--- src/rtl/pll_reset_seq_pkg.sv ---
// Shared types and helpers for the PLL lock-qualified reset sequencer.
// The state encoding is fixed so debug probes and legacy decoders agree on it.
package pll_reset_pkg;

    typedef enum logic [2:0] {
        ST_WAIT   = 3'd0,
        ST_STABLE = 3'd1,
        ST_HOLD   = 3'd2,
        ST_RUN    = 3'd3,
        ST_PLLRST = 3'd4
    } state_t;

    // The shared counter only ever reaches (largest phase length - 1).
    function automatic int cnt_width(input int stable_cycles,
                                     input int hold_cycles,
                                     input int timeout_cycles,
                                     input int pllrst_cycles);
        int m;
        m = stable_cycles;
        if (hold_cycles > m)    m = hold_cycles;
        if (timeout_cycles > m) m = timeout_cycles;
        if (pllrst_cycles > m)  m = pllrst_cycles;
        return (m <= 2) ? 1 : $clog2(m);
    endfunction

endpackage

--- src/rtl/pll_reset_seq_sync_bit.sv ---
// Multi-flop synchronizer for a single asynchronous status bit.
// All stages load RESET_VAL under reset so the output starts in a known state.
module sync_bit #(
    parameter int   STAGES    = 2,
    parameter logic RESET_VAL = 1'b0
) (
    input  logic clk,
    input  logic rst,
    input  logic d,
    output logic q
);

    logic [STAGES-1:0] sync_q;

    // NOTE: sequential state uses non-blocking assignments so every stage samples the pre-edge value.
    always_ff @(posedge clk) begin
        if (rst) begin
            sync_q <= {STAGES{RESET_VAL}};
        end else begin
            sync_q <= {sync_q[STAGES-2:0], d};
        end
    end

    assign q = sync_q[STAGES-1];

endmodule

--- src/rtl/pll_reset_seq.sv ---
// Lock-qualified reset sequencer: releases downstream reset only after a stable
// PLL lock, re-asserts it on lock loss, and requests a PLL reset on lock timeout.
module pll_reset_seq
    import pll_reset_pkg::*;
#(
    parameter int SYNC_STAGES    = 2,
    parameter int STABLE_CYCLES  = 1024,
    parameter int HOLD_CYCLES    = 16,
    parameter int TIMEOUT_CYCLES = 1000000,
    parameter int PLLRST_CYCLES  = 16,
    parameter int CNT_W          = 8
) (
    input  logic             CLK,
    input  logic             RST,
    input  logic             lockedn,
    output logic             rst_out,
    output logic             rst_n_out,
    output logic             ready,
    output logic             pll_rst,
    output logic [CNT_W-1:0] loss_count,
    output logic [CNT_W-1:0] relock_count
);

    localparam int CW = cnt_width(STABLE_CYCLES, HOLD_CYCLES, TIMEOUT_CYCLES, PLLRST_CYCLES);

    localparam logic [CW-1:0] STABLE_LAST  = CW'(STABLE_CYCLES - 1);
    localparam logic [CW-1:0] HOLD_LAST    = CW'(HOLD_CYCLES - 1);
    localparam logic [CW-1:0] TIMEOUT_LAST = CW'(TIMEOUT_CYCLES - 1);
    localparam logic [CW-1:0] PLLRST_LAST  = CW'(PLLRST_CYCLES - 1);

    logic          lockedn_s;
    logic          lock_s;
    state_t        state, state_next;
    logic [CW-1:0] cnt, cnt_next;
    logic          loss_inc, relock_inc;

    // Lock is held inactive (lockedn=1) until the synchronizer has real samples.
    sync_bit #(
        .STAGES    (SYNC_STAGES),
        .RESET_VAL (1'b1)
    ) u_lock_sync (
        .clk (CLK),
        .rst (RST),
        .d   (lockedn),
        .q   (lockedn_s)
    );

    assign lock_s = ~lockedn_s;

    // NOTE: every always_comb output gets a default first, so no path can infer a latch.
    always_comb begin
        state_next = state;
        cnt_next   = cnt + CW'(1);
        loss_inc   = 1'b0;
        relock_inc = 1'b0;
        case (state)
            ST_WAIT: begin
                if (lock_s) begin
                    state_next = ST_STABLE;
                    cnt_next   = '0;
                end else if (cnt == TIMEOUT_LAST) begin
                    state_next = ST_PLLRST;
                    cnt_next   = '0;
                    relock_inc = 1'b1;
                end
            end
            ST_STABLE: begin
                if (!lock_s) begin
                    state_next = ST_WAIT;
                    cnt_next   = '0;
                end else if (cnt == STABLE_LAST) begin
                    state_next = ST_HOLD;
                    cnt_next   = '0;
                end
            end
            ST_HOLD: begin
                if (!lock_s) begin
                    state_next = ST_WAIT;
                    cnt_next   = '0;
                end else if (cnt == HOLD_LAST) begin
                    state_next = ST_RUN;
                    cnt_next   = '0;
                end
            end
            ST_RUN: begin
                cnt_next = '0;
                if (!lock_s) begin
                    state_next = ST_WAIT;
                    loss_inc   = 1'b1;
                end
            end
            ST_PLLRST: begin
                // Lock is ignored here: the PLL is being reset regardless.
                if (cnt == PLLRST_LAST) begin
                    state_next = ST_WAIT;
                    cnt_next   = '0;
                end
            end
            default: begin
                state_next = ST_WAIT;
                cnt_next   = '0;
            end
        endcase
    end

    // Outputs decode the next state so they switch on the same edge as the state.
    always_ff @(posedge CLK) begin
        if (RST) begin
            state        <= ST_WAIT;
            cnt          <= '0;
            rst_out      <= 1'b1;
            ready        <= 1'b0;
            pll_rst      <= 1'b0;
            loss_count   <= '0;
            relock_count <= '0;
        end else begin
            state   <= state_next;
            cnt     <= cnt_next;
            rst_out <= (state_next != ST_RUN);
            ready   <= (state_next == ST_RUN);
            pll_rst <= (state_next == ST_PLLRST);
            if (loss_inc && (loss_count != '1)) begin
                loss_count <= loss_count + CNT_W'(1);
            end
            if (relock_inc && (relock_count != '1)) begin
                relock_count <= relock_count + CNT_W'(1);
            end
        end
    end

    assign rst_n_out = ~rst_out;

endmodule

--- config.mk ---
export PLATFORM = sky130hd
export DESIGN_NAME = pll_reset_seq
export DESIGN_NICKNAME = d
export VERILOG_FILES = /design/src/rtl/pll_reset_seq_pkg.sv /design/src/rtl/pll_reset_seq_sync_bit.sv /design/src/rtl/pll_reset_seq.sv
export SDC_FILE = /design/constraint.sdc
export NUM_CORES = 1
export LEC_CHECK = 0
export ABC_AREA = 1
export CORE_MARGIN = 5
export CORE_UTILIZATION = 25
export CTS_BUF_LIST = sky130_fd_sc_hd__clkbuf_4 sky130_fd_sc_hd__clkbuf_8 sky130_fd_sc_hd__clkbuf_16
export CTS_CLUSTER_SIZE = 28
export DETAILED_ROUTE_END_ITERATION = 12
export GPL_ROUTABILITY_DRIVEN = 0
export GPL_TIMING_DRIVEN = 1
export MAX_ROUTING_LAYER = met4
export PLACE_DENSITY_LB_ADDON = 0.25
export SETUP_SLACK_MARGIN = 0.1
export SLEW_MARGIN = 20
export SYNTH_ARGS = -nofsm -noshare
export SYNTH_HDL_FRONTEND = slang
export SYNTH_HIERARCHICAL = 1
export SYNTH_SLANG_ARGS = --single-unit
--- constraint.sdc ---
create_clock -name CLK -period 2.3 [get_ports CLK]
set_input_delay 0.69 -clock CLK [delete_from_list [all_inputs] [get_ports CLK]]
set_output_delay 0.69 -clock CLK [all_outputs]
set_load 0.03 [all_outputs]
==> impl_metrics.py, run 1 <==
metrics = {
    "status": {
        "status": "finished, final reports clean",
    },
    "sta": {
        "finClkSkew_ps": 8.01,
        "setup_tns_ps": 0,
        "setup_viol": 0,
        "fin_crit_sh": 0.923,
        "fmax_ghz": 0.471,
        "min_period_ps": 2120,
        "relSlewSlack": 0.746,
        "tightest_slew_ps": 380,
        "drv_slew": 0,
        "setup_ws_ps": 177,
        "hold_viol": 0,
        "rsz0062_at_grt": "no",
    },
    "cells_and_area": {
        "drive_gt1_frac": 0.0672,
        "syn2layout_area_growth_pct": 19.3,
        "fin_util": 0.304,
        "nets": 377,
        "layoutNonFillerInstCount": 483,
        "num_antenna_cells": 0,
    },
    "global_route": {
        "grt_pass1_vias": 2100,
        "grt_max_degree": 18,
        "grt_pass1_wl_mm": 9.43,
        "track_usage": 0.102,
        "grt_overflow": 0,
        "antenna_found_initial": 0,
    },
    "synth": {
        "synth_compound_area_frac": 0.0705,
        "yosysWarnings": 6,
        "synthAdderAreaFrac": 0.0160,
        "synth_mux_area_frac": 0,
        "syn_area_per_cell_sq_um": 6.79,
        "synth_area_sq_mm": 0.00234,
        "yosys_register_bits": 44,
        "post_synth_and_or_nand_nor_area_fraction": 0.381,
        "synth_top_family_by_area": "simple AND/OR/NAND/NOR gates",
        "ys_seq_area_frac": 0.376,
        "netlist_instances": 345,
        "syn-num-nets": 351,
        "ys_types": 30,
        "synth_xor_area_frac": 0.0673,
    },
    "setup_path": {
        "worstSetupPathType": "reg -> out",
        "path_max_fanout": 5,
        "crit_buf_inv": 1,
        "end_kind": "output pin",
        "arrival_ps": 1430,
        "worstRegToRegCells": 8,
        "required_ps": 1610,
        "cp_cell_sequence": "clkdlybuf4s50_1",
        "max_stage_delay_ps": 710,
        "cp-start-kind": "flip-flop",
        "worstSetupStartpoint": "loss_count[6]$_SDFFE_PP0P_",
        "r2r-end": "relock_count[5]$_SDFFE_PP0P_",
        "crit_family": "buffers and inverters",
        "cp_slowest_cell": "clkdlybuf4s50_1",
        "r2r-start": "cnt[0]$_SDFF_PP0_",
        "reg2reg_slack_ps": 430,
    },
    "power_and_ir_drop": {
        "vdd_ir_drop_max_mv": 0.266,
        "leakagePower_nw": 1.14,
        "power_density_mw_per_mm2": 510,
    },
    "die": {
        "rows": 35,
        "coreArea_sq_mm": 0.00920,
        "dieArea_sq_mm": 0.0114,
        "dieWidth_um": 107,
        "initial_core_util": 0.255,
        "die_h_um": 107,
        "io_pins": 23,
    },
    "clock_tree": {
        "cts_num_sinks": 44,
        "numCtsBuffers": 5,
        "postCtsHoldBufs": 0,
        "clk_latency_ps": 300,
        "clk_pin_slew_ps": 80,
        "clockBufferDepth": 2,
        "htreeDepth": 2,
        "cts_setup_buffers": 0,
        "cts_root_buf": "clkbuf_8",
        "tritoncts": "yes",
    },
    "detailed_routing": {
        "drtIter0Drc": 98,
        "ant_nets": 0,
        "first_pass_iters": 4,
        "vias": 2177,
        "wl_per_cell_um": 11.1,
        "wl_mm": 5.35,
        "via_per_inst": 4.51,
        "drc": 0,
    },
    "place": {
        "portBuffers": 22,
        "dp_worst_setup_slack_ps": 367,
        "dp.cells": 475,
        "hpwl_mm": 4.01,
    },
    "worst_hold_path": {
        "holdCritPathClass": "reg -> reg",
        "whs_endpoint": "u_lock_sync/sync_q[1]$_SDFF_PP1_",
        "min_path_cells": 2,
        "min-delay-start": "u_lock_sync/sync_q[0]$_SDFF_PP1_",
    },
    "flow_run": {
        "maxCapViolations": 0,
    },
}
-- flip-flops by register name, indices dropped and copies added (netlist names) --
name,flops
cnt,20
loss_count,8
pll_rst,1
ready,1
relock_count,8
rst_out,1
state,3
u_lock_sync/sync_q,2
-- metal layers --
metal | track usage | wire length (um) | part of all wire
met3 | 0.0144 | 133 | 0.025
met1 | 0.127 | 2580 | 0.48
met4 | 0.0411 | 76 | 0.014
met5 | - | 0 | 0
met2 | 0.169 | 2560 | 0.48
-- synthesized netlist by cell type (all sizes together) --
library cell  number  area share
clkinv             1      0.0016
ha                 3       0.016
xor2              14       0.052
a31o               1      0.0037
a31oi              3      0.0080
nand3b             1      0.0032
nand4             12       0.032
buf                3       0.011
o21a               1      0.0032
nor3              13       0.032
nor2              72        0.13
o22ai              1      0.0027
a21oi             12       0.026
nand2             71        0.12
dfxtp             44        0.38
xnor2              4       0.015
a41oi              1      0.0037
clkbuf             1      0.0016
inv               47       0.075
nand3             29       0.066
o21ai             11       0.024
-- where the power goes --
group / switching, mW / internal (mW) / total (mW)
Combinational: 0.0307 / 0.0149 / 0.0456
Sequential: 0.00580 / 0.768 / 0.773
Clock: 0.271 / 0.335 / 0.605
Total: 0.307 / 1.12 / 1.42
-- cells in the final DEF (no fill, tap or decap), types with 3 or more instances in the layout --
cell,n
dfxtp_1,44
clkbuf_8,5
a21oi_1,12
nor2_2,3
nor3_1,11
nor2_1,66
o21ai_0,10
nor2_4,3
ha_1,3
inv_1,45
nand3_1,27
nand4_1,12
a31oi_1,3
xor2_1,14
nand2_1,68
xnor2_1,4
clkdlybuf4s50_1,21
-- cells by family (layout without fill, tap and decap cells) --
kind of cell             after synthesis  count (layout)
AO/OA/AOI/OAI                         30              30
XOR/XNOR                              18              18
adder cells (fa/ha/maj)                3               3
buffers and inverters                 52              79
flip-flops                            44              44
AND/OR/NAND/NOR                      198             198
-- stage by stage --
step                cell area [sq um]  total power, mW  hold WS [ps]
floorplan                        2340            0.827           387
global route                     2790             1.49           446
finish                           2790             1.42           418
CTS                              2790             1.45           424
detailed placement               2680            0.838           404
global placement                 2680            0.837           397
-- area by class of cell --
cell class	instances	area [sq um]
clock inverter	2	35.0
clock buffer	6	76.3
fill	1021	6400
inverter	48	180
tap	111	139
multi-input combinational	249	1250
sequential	44	881
timing repair buffer	23	230
-- worst max-delay path by stage --
stage,endpoint,depth (start not counted)
floorplan,relock_count[4]$_SDFFE_PP0P_,7
global placement,cnt[17]$_SDFF_PP0_,4
detailed placement,cnt[16]$_SDFF_PP0_,4
CTS,loss_count[6],1
global route,loss_count[6],1
finish,loss_count[6],1
-- timing repair --
action                                  CTS  global route
resized for setup                         0             1
endpoints found under the setup margin    0             1
endpoints found under the hold margin     0             0
No activity file was read; power rests on OpenSTA's default activity.
==> run 2, diff against run 1 <==
CAP_MARGIN = 40   (was not set)
HOLD_SLACK_MARGIN = 0.1   (was not set)
==> results of run 2 <==
No change in the layout: final DEF, timing and power equal those of run 1.
==> run 3, diff against run 2 <==
GPL_TIMING_DRIVEN = 0   (was 1)
==> impl_metrics.py, run 3 (synthesized netlist as in run 1, its figures left out) <==
metrics = {
    "cells_and_area": {
        "nets": 380,
        "final_common_cell": "nand2_1",
        "final_cell_mix": "nand2_1, nor2_1, inv_1",
        "layoutNonFillerInstCount": 486,
        "fin_util": 0.307,
        "drive_gt1_frac": 0.0720,
        "top_register": "cnt",
        "num_antenna_cells": 0,
        "largest_register_ffs": 20,
        "largest_registers": "cnt: 20 flops, loss_count: 8 flops, relock_count: 8 flops",
        "syn2layout_area_growth_pct": 20.5,
    },
    "clock_tree": {
        "clk_latency_ps": 300,
        "numCtsBuffers": 5,
        "postCtsHoldBufs": 0,
        "htreeDepth": 2,
        "clk_pin_slew_ps": 90,
        "ctsResizeCount": 0,
        "cts_setup_buffers": 0,
        "cts_root_buf": "clkbuf_8",
        "cts_num_sinks": 44,
        "clockBufferDepth": 2,
        "tritoncts": "yes",
    },
    "setup_path": {
        "worstRegToRegCells": 13,
        "arrival_ps": 1440,
        "r2r-end": "cnt[19]$_SDFF_PP0_",
        "worstSetupStartpoint": "loss_count[6]$_SDFFE_PP0P_",
        "max_stage_delay_ps": 710,
        "r2r-start": "cnt[0]$_SDFF_PP0_",
        "end_kind": "output pin",
        "crit_family": "buffers and inverters",
        "worstSetupPathType": "reg -> out",
        "path_max_fanout": 5,
        "crit_buf_inv": 1,
        "reg2reg_slack_ps": 440,
        "cp-start-kind": "flip-flop",
        "cp_slowest_cell": "clkdlybuf4s50_1",
        "required_ps": 1610,
        "cp_cell_sequence": "clkdlybuf4s50_1",
    },
    "global_route": {
        "grt_overflow": 0,
        "grt.busiest_layer": "met2",
        "grt_max_degree": 15,
        "use_met1": 0.122,
        "antenna_found_initial": 0,
        "grt_pass1_wl_mm": 9.21,
        "track_usage": 0.101,
        "gr-usage-met2": 0.170,
        "grt_pass1_vias": 2059,
        "grt_util_met3": 0.0151,
    },
    "place": {
        "portBuffers": 22,
        "dp.cells": 478,
        "hpwl_mm": 4.10,
    },
    "sta": {
        "min_period_ps": 2130,
        "setup_tns_ps": 0,
        "setup_viol": 0,
        "fmax_ghz": 0.470,
        "tightest_slew_ps": 489,
        "hold_viol": 0,
        "relSlewSlack": 0.674,
        "drv_slew": 0,
        "rsz0062_at_grt": "no",
        "finClkSkew_ps": 7.24,
        "fin_crit_sh": 0.925,
    },
    "detailed_routing": {
        "drc": 0,
        "wl_mm": 5.29,
        "drtIter0Drc": 102,
        "via_per_inst": 4.45,
        "first_pass_iters": 4,
        "ant_nets": 0,
        "vias": 2163,
        "wl_per_cell_um": 10.9,
    },
    "status": {
        "status": "finished, final reports clean",
    },
    "power_and_ir_drop": {
        "power_density_mw_per_mm2": 515,
        "p_switching_uw": 313,
        "pwr-share-seq": 0.531,
        "p_comb_frac": 0.035,
        "vdd_ir_drop_max_mv": 0.329,
        "leakagePower_nw": 1.14,
        "switching_share": 0.215,
        "p_int_mw": 1.14,
        "p_total_mw": 1.45,
        "clkPwrFrac": 0.433,
    },
    "die": {
        "io_pins": 23,
        "rows": 35,
        "die_h_um": 107,
        "initial_core_util": 0.255,
        "coreArea_sq_mm": 0.00920,
        "dieArea_sq_mm": 0.0114,
        "dieWidth_um": 107,
    },
    "flow_run": {
        "maxCapViolations": 0,
    },
    "worst_hold_path": {
        "min-delay-start": "u_lock_sync/sync_q[0]$_SDFF_PP1_",
        "holdCritPathClass": "reg -> reg",
        "min_path_cells": 2,
        "whs_endpoint": "u_lock_sync/sync_q[1]$_SDFF_PP1_",
    },
}
-- run 3: changes by cell type in the layout (fill, tap and decap cells not counted), sizes merged --
cell	previous run	this run
dlymetal6s2s	1	0
clkdlybuf4s50	21	22
clkbuf	6	7
buf	1	3
-- run 3: worst max path at each step --
stage / end / cells after the start
final: loss_count[6] / 1
after global routing: relock_count[4] / 1
after CTS: loss_count[6] / 1
after detailed placement: cnt[19]$_SDFF_PP0_ / 5
after global placement: cnt[9]$_SDFF_PP0_ / 5
after floorplan: relock_count[4]$_SDFFE_PP0P_ / 7
-- run 3: cell type report --
cell class / count / area, sq um
Fill cell: 1039 / 6370
Multi-Input combinational cell: 249 / 1250
Sequential cell: 44 / 881
Timing Repair Buffer: 22 / 220
Inverter: 48 / 180
Tap cell: 111 / 139
Clock buffer: 6 / 82.6
Clock inverter: 2 / 38.8
Buffer: 4 / 28.8
-- run 3: worst register-to-register path: cells and delay by family, from the launching register on --
| family | cells | cell delay [ps] |
|---|---|---|
| fa+ha+maj | 1 | 250 |
| buf+inv | 1 | 150 |
| simple gates | 11 | 1010 |
| flops | 1 | 350 |
-- run 3: per-stage QoR --
step           hold slack (ps)  area, sq um  setup slack, ps
2_1_floorplan              387         2340              608
3_3_place_gp               401         2700              303
3_5_place_dp               403         2700              287
4_1_cts                    414         2820              138
5_1_grt                    444         2820              104
6_report                   411         2820              173
-- run 3: metal layers --
metal / wire, um / part of all wire
met5: 0 / 0
met2: 2530 / 0.48
met4: 98 / 0.019
met3: 148 / 0.028
met1: 2510 / 0.48
-- run 3: power by group through the flow --
stage               combinational, mW  sequential (mW)  clock [mW]
finish                         0.0514            0.772       0.630
floorplan                      0.0374            0.789           0
detailed placement             0.0523            0.790           0
global route                   0.0581            0.774       0.681
global placement               0.0519            0.790           0
CTS                            0.0523            0.773       0.662
